$ cat src/rtl/video_timing_gen.sv
// Raster timing generator: full-frame pixel counters plus sync, data-enable,
// line/frame start pulses and HDMI period markers, all registered together.
module video_timing_gen #(
  parameter int   H_ACTIVE = 640,
  parameter int   H_FP     = 16,
  parameter int   H_SYNC   = 96,
  parameter int   H_BP     = 48,
  parameter int   V_ACTIVE = 480,
  parameter int   V_FP     = 10,
  parameter int   V_SYNC   = 2,
  parameter int   V_BP     = 33,
  parameter logic H_POL    = 1'b0,
  parameter logic V_POL    = 1'b0,
  parameter int   CORDW    = 12
) (
  input  logic             clk_pix,
  input  logic             rst,
  input  logic             en,
  output logic [CORDW-1:0] sx,
  output logic [CORDW-1:0] sy,
  output logic             hsync,
  output logic             vsync,
  output logic             de,
  output logic             line_start,
  output logic             frame_start,
  output logic [1:0]       mode
);

  localparam int H_TOTAL = H_ACTIVE + H_FP + H_SYNC + H_BP;
  localparam int V_TOTAL = V_ACTIVE + V_FP + V_SYNC + V_BP;

  if (H_ACTIVE == 0 || H_FP == 0 || H_SYNC == 0 || H_BP == 0 ||
      V_ACTIVE == 0 || V_FP == 0 || V_SYNC == 0 || V_BP == 0) begin : g_err_zero
    $error("video_timing_gen: timing parameters must all be non-zero");
  end
  // The preamble and guard band must sit wholly inside the back porch.
  if (H_BP < 10) begin : g_err_hbp
    $error("video_timing_gen: H_BP must be at least 10");
  end
  if (CORDW < 2 || CORDW > 30) begin : g_err_cordw
    $error("video_timing_gen: CORDW out of range");
  end
  if (H_TOTAL > (2 ** CORDW) - 1 || V_TOTAL > (2 ** CORDW) - 1) begin : g_err_total
    $error("video_timing_gen: H_TOTAL/V_TOTAL do not fit in CORDW bits");
  end

  localparam logic [CORDW-1:0] C_H_LAST     = CORDW'(H_TOTAL - 1);
  localparam logic [CORDW-1:0] C_V_LAST     = CORDW'(V_TOTAL - 1);
  localparam logic [CORDW-1:0] C_H_ACTIVE   = CORDW'(H_ACTIVE);
  localparam logic [CORDW-1:0] C_V_ACTIVE   = CORDW'(V_ACTIVE);
  localparam logic [CORDW-1:0] C_HS_BEG     = CORDW'(H_ACTIVE + H_FP);
  localparam logic [CORDW-1:0] C_HS_END     = CORDW'(H_ACTIVE + H_FP + H_SYNC);
  localparam logic [CORDW-1:0] C_VS_BEG     = CORDW'(V_ACTIVE + V_FP);
  localparam logic [CORDW-1:0] C_VS_END     = CORDW'(V_ACTIVE + V_FP + V_SYNC);
  localparam logic [CORDW-1:0] C_GUARD_BEG  = CORDW'(H_TOTAL - 2);
  localparam logic [CORDW-1:0] C_PREAM_BEG  = CORDW'(H_TOTAL - 10);
  localparam logic [CORDW-1:0] C_V_PRE_LIM  = CORDW'(V_ACTIVE - 1);

  logic [CORDW-1:0] r_sx;
  logic [CORDW-1:0] r_sy;
  logic             r_hsync;
  logic             r_vsync;
  logic             r_de;
  logic             r_line_start;
  logic             r_frame_start;
  logic [1:0]       r_mode;

  logic             w_x_wrap;
  logic             w_y_wrap;
  logic [CORDW-1:0] w_nx;
  logic [CORDW-1:0] w_ny;
  logic             w_n_de;
  logic             w_n_hs;
  logic             w_n_vs;
  logic             w_n_pre;
  logic [1:0]       w_n_mode;

  // Every output is decoded from the next position so it lands in the same
  // register stage as the counters and never lags them.
  always_comb begin
    w_x_wrap = (r_sx == C_H_LAST);
    w_y_wrap = (r_sy == C_V_LAST);
    w_nx     = w_x_wrap ? '0 : r_sx + CORDW'(1);
    w_ny     = r_sy;
    if (w_x_wrap) begin
      w_ny = w_y_wrap ? '0 : r_sy + CORDW'(1);
    end
    w_n_de  = (w_nx < C_H_ACTIVE) && (w_ny < C_V_ACTIVE);
    w_n_hs  = ((w_nx >= C_HS_BEG) && (w_nx < C_HS_END)) ? H_POL : ~H_POL;
    w_n_vs  = ((w_ny >= C_VS_BEG) && (w_ny < C_VS_END)) ? V_POL : ~V_POL;
    // Pre-active: the following line (modulo the frame) is a visible line.
    w_n_pre = (w_ny == C_V_LAST) || (w_ny < C_V_PRE_LIM);
    w_n_mode = 2'd0;
    if (w_n_de) begin
      w_n_mode = 2'd3;
    end else if (w_n_pre && (w_nx >= C_GUARD_BEG)) begin
      w_n_mode = 2'd2;
    end else if (w_n_pre && (w_nx >= C_PREAM_BEG)) begin
      w_n_mode = 2'd1;
    end
  end

  always_ff @(posedge clk_pix) begin
    if (!rst) begin
      r_sx          <= C_H_LAST;
      r_sy          <= C_V_LAST;
      r_hsync       <= ~H_POL;
      r_vsync       <= ~V_POL;
      r_de          <= 1'b0;
      r_line_start  <= 1'b0;
      r_frame_start <= 1'b0;
      r_mode        <= 2'd0;
    end else if (en) begin
      r_sx          <= w_nx;
      r_sy          <= w_ny;
      r_hsync       <= w_n_hs;
      r_vsync       <= w_n_vs;
      r_de          <= w_n_de;
      r_line_start  <= (w_nx == '0);
      r_frame_start <= (w_nx == '0) && (w_ny == '0);
      r_mode        <= w_n_mode;
    end else begin
      r_line_start  <= 1'b0;
      r_frame_start <= 1'b0;
    end
  end

  assign sx          = r_sx;
  assign sy          = r_sy;
  assign hsync       = r_hsync;
  assign vsync       = r_vsync;
  assign de          = r_de;
  assign line_start  = r_line_start;
  assign frame_start = r_frame_start;
  assign mode        = r_mode;

endmodule

$ cat config.mk
export PLATFORM = sky130hd
export DESIGN_NAME = video_timing_gen
export DESIGN_NICKNAME = d
export VERILOG_FILES = /design/src/rtl/video_timing_gen.sv
export SDC_FILE = /design/constraint.sdc
export NUM_CORES = 1
export LEC_CHECK = 0
export ABC_AREA = 0
export CAP_MARGIN = 20
export CORE_ASPECT_RATIO = 0.7
export CORE_MARGIN = 3
export CORE_UTILIZATION = 55
export CTS_CLUSTER_DIAMETER = 200
export DETAILED_ROUTE_END_ITERATION = 10
export HOLD_SLACK_MARGIN = 0.08
export PLACE_DENSITY = 0.91
export RECOVER_POWER = 100
export SYNTH_ARGS = -nofsm -noshare
export SYNTH_HDL_FRONTEND = slang
export SYNTH_SLANG_ARGS = --single-unit
$ cat constraint.sdc
create_clock -name clk_pix -period 4.1 [get_ports clk_pix]
set_input_delay 0.82 -clock clk_pix [delete_from_list [all_inputs] [get_ports clk_pix]]
set_output_delay 0.82 -clock clk_pix [all_outputs]
set_load 0.02 [all_outputs]
==> results.json <==
{
  "r2r_start": "sx[0]$_SDFFE_PN1P_",
  "cts_hold_buf": 0,
  "pre_cts_ws_ns": 1.13,
  "hold_start": "vsync$_SDFFE_PN1P_",
  "vias": 2653,
  "period_needed_ns": 3.17,
  "track_usage_pct": 26.4,
  "fp.dieW_um": 86.5,
  "p_leak_uw": 0.000962,
  "grt_max_degree": 31,
  "route.detailed.drc": 0,
  "utilization_pct": 67.3,
  "cp-start-kind": "flip-flop",
  "hold_viol_final": 0,
  "cp_cell_sequence": "ha_1, and4_1, nand3_1, or3_1, a211oi_1, nor3_1, a22oi_2, o22ai_2",
  "holdPathEnd": "vsync$_SDFFE_PN1P_",
  "tns_ns": 0,
  "p_per_area_nw_per_um2": 386,
  "cp-end-kind": "flip-flop",
  "cts.path.max_buffers": 2,
  "synth_area_leaders": "dfxtp_1 25%, nor2_1 5.6%, a21oi_1 4.2%, nand2_1 3.2%, xnor2_1 3.2%",
  "synth_area_um2": 2500,
  "htree_levels": 2,
  "worstPathArrival_ns": 3.33,
  "antenna_cells_inserted": 0,
  "start_util_pct": 60.4,
  "nets": 345,
  "worstSetupPathType": "reg2reg",
  "finalSetupViolations": 0,
  "yosysTopAreaCellShare_pct": 24.8,
  "post-route-period-util_pct": 77.3,
  "cts-root-buf": "clkbuf_8",
  "slowest_stage": "or3_1",
  "wl_um": 7040,
  "vias_per_cell": 6.77,
  "max_freq_mhz": 315,
  "cts_made_buffers": 5,
  "ys_top_cells_by_count": "37 x nor2_1, 31 x dfxtp_1, 21 x a21oi_1, 21 x nand2_1, 15 x nor3_1",
  "die-area_um2": 5400,
  "min_path_type": "reg2reg",
  "grt_pass1_wl_um": 11600,
  "crit_start": "sx[0]$_SDFFE_PN1P_",
  "clkTransAtPathRegs_ns": 0.06,
  "ir_drop_mv": 0.302,
  "syn_nets": 334,
  "drt_pass1_iterations": 5,
  "cp_max_fo": 12,
  "wl_per_cell_um": 18.0,
  "synth_seq_cells": 31,
  "globalRouteOverflowTotal": 0,
  "netlist.top_cell.by_area": "dfxtp_1",
  "holdPathStages": 2,
  "die_y_um": 62.4,
  "clock_latency_ns": 0.29,
  "status": "finished, final reports clean",
  "num_io_pins": 34,
  "yosysWarnings": 0,
  "yosysMostFrequentCell": "nor2_1",
  "crit_path_max_incr_delay_ns": 0.55,
  "grt_pass1_vias": 2200,
  "ys_seq_area_share_pct": 24.8,
  "ant_nets": 0,
  "ys.flop_type": "dfxtp_1",
  "synth_cell_types": 72,
  "max_cap_viol_count": 0,
  "clock-sinks": 31,
  "synth_edf_count": 0,
  "io_buffers": 33,
  "place_hpwl_um": 5080,
  "rsz0062_at_grt": "false",
  "antenna_found_initial": 0,
  "design.core.area_um2": 4140,
  "place.gp.congestion": 0.972,
  "reg2reg_depth": 8,
  "syn_area_per_cell_um2": 7.61,
  "finClkSkew_ns": 0.00340,
  "drive_above_1_share_pct": 5.29,
  "fin_ws_ns": 0.930,
  "rows": 19,
  "areaGrowthSynthToFinish_pct": 11.5,
  "maxSlewViolCount": 0,
  "relSlewSlack_pct": 33.9,
  "required_ns": 4.26,
  "regToRegEndpoint": "mode[0]$_SDFFE_PN0P_",
  "postSynthCellCount": 328,
  "postSynth.asyncResetShare_pct": 0,
  "cts_resized": 0,
  "drt_iter0_markers": 407,
  "tightest_slew_ns": 0.991,
  "cts_setup_buffers": 0,
  "r2r_slack_ns": 0.93,
  "cts_tree": "yes"
}
==> registers in the layout (all words and copies together), names as in the netlist <==
| register | flops |
|---|---|
| de | 1 |
| sx | 12 |
| line_start | 1 |
| mode | 2 |
| hsync | 1 |
| vsync | 1 |
| frame_start | 1 |
| sy | 12 |
==> placed cells by master, fill, tap and decap left out, types with 5 or more instances in the layout <==
| cell type | instances |
|---|---|
| and4_1 | 6 |
| or3_1 | 5 |
| a22oi_1 | 5 |
| xnor2_1 | 9 |
| and2_1 | 5 |
| o21ai_0 | 14 |
| nor2_1 | 37 |
| a31oi_1 | 10 |
| nand2_1 | 21 |
| dlygate4sd3_1 | 33 |
| nand4_1 | 11 |
| clkbuf_8 | 5 |
| nand3_1 | 10 |
| nor3_1 | 16 |
| xor2_1 | 9 |
| nor4_1 | 5 |
| inv_1 | 5 |
| dfxtp_1 | 31 |
| a21oi_1 | 21 |
==> metal layers <==
metal	GRT usage [%]	wire [um]	up-vias
met3	7.11	853	10
met1	42.9	3360	1239
met5	0	0	-
li1	-	-	1246
met2	34.3	2760	158
met4	4.09	59	0
==> worst max-delay path by stage <==
| stage | endpoint | slack (ns) | cells after the start |
|---|---|---|---|
| global route | mode[0]$_SDFFE_PN0P_ | 0.75 | 8 |
| finish | mode[0]$_SDFFE_PN0P_ | 0.93 | 8 |
| CTS | mode[0]$_SDFFE_PN0P_ | 1.09 | 8 |
| detailed placement | mode[0]$_SDFFE_PN0P_ | 1.13 | 8 |
| global placement | mode[0]$_SDFFE_PN0P_ | 1.25 | 8 |
| floorplan | mode[0]$_SDFFE_PN0P_ | 1.60 | 10 |
==> logic make-up (layout without fill, tap and decap cells) <==
family                   count (synthesis)  after routing  share of synthesized area, %
AND/OR/NAND/NOR                        146            146                          33.2
AO/OA/AOI/OAI                           90             90                          25.2
buffers and inverters                   38             50                          8.07
flip-flops                              31             31                          24.8
XOR/XNOR                                18             18                          6.31
adder cells (fa/ha/maj)                  3              3                          1.50
multiplexers                             2              2                         0.852
==> power by group <==
part	total [uW]	internal (uW)	switching, uW
Combinational	456	173	283
Clock	233	119	114
Sequential	386	327	59.3
==> final cells by class <==
class	instances	area [um2]
Timing Repair Buffer	35	338
Multi-Input combinational cell	259	1650
Sequential cell	31	621
Clock inverter	1	5.00
Clock buffer	7	76.3
Fill cell	383	1350
Inverter	7	26.3
Tap cell	52	65.1
==> worst max-delay path, delay by kind of cell (launching register included) <==
kind	cells	cell delay, ns
AO/OA/AOI/OAI	3	0.68
adder cells (fa/ha/maj)	1	0.39
flip-flops	1	0.45
AND/OR/NAND/NOR	4	1.51
==> metrics by stage <==
step	power (uW)	hold slack, ns	area (um2)	cells
2_1_floorplan	748	0.567	2500	328
3_3_place_gp	841	0.513	2730	384
3_5_place_dp	850	0.513	2730	384
4_1_cts	1080	0.525	2810	392
5_1_grt	1140	0.555	2780	392
6_report	1080	0.520	2780	392
Power figures use the tool's default switching activity.
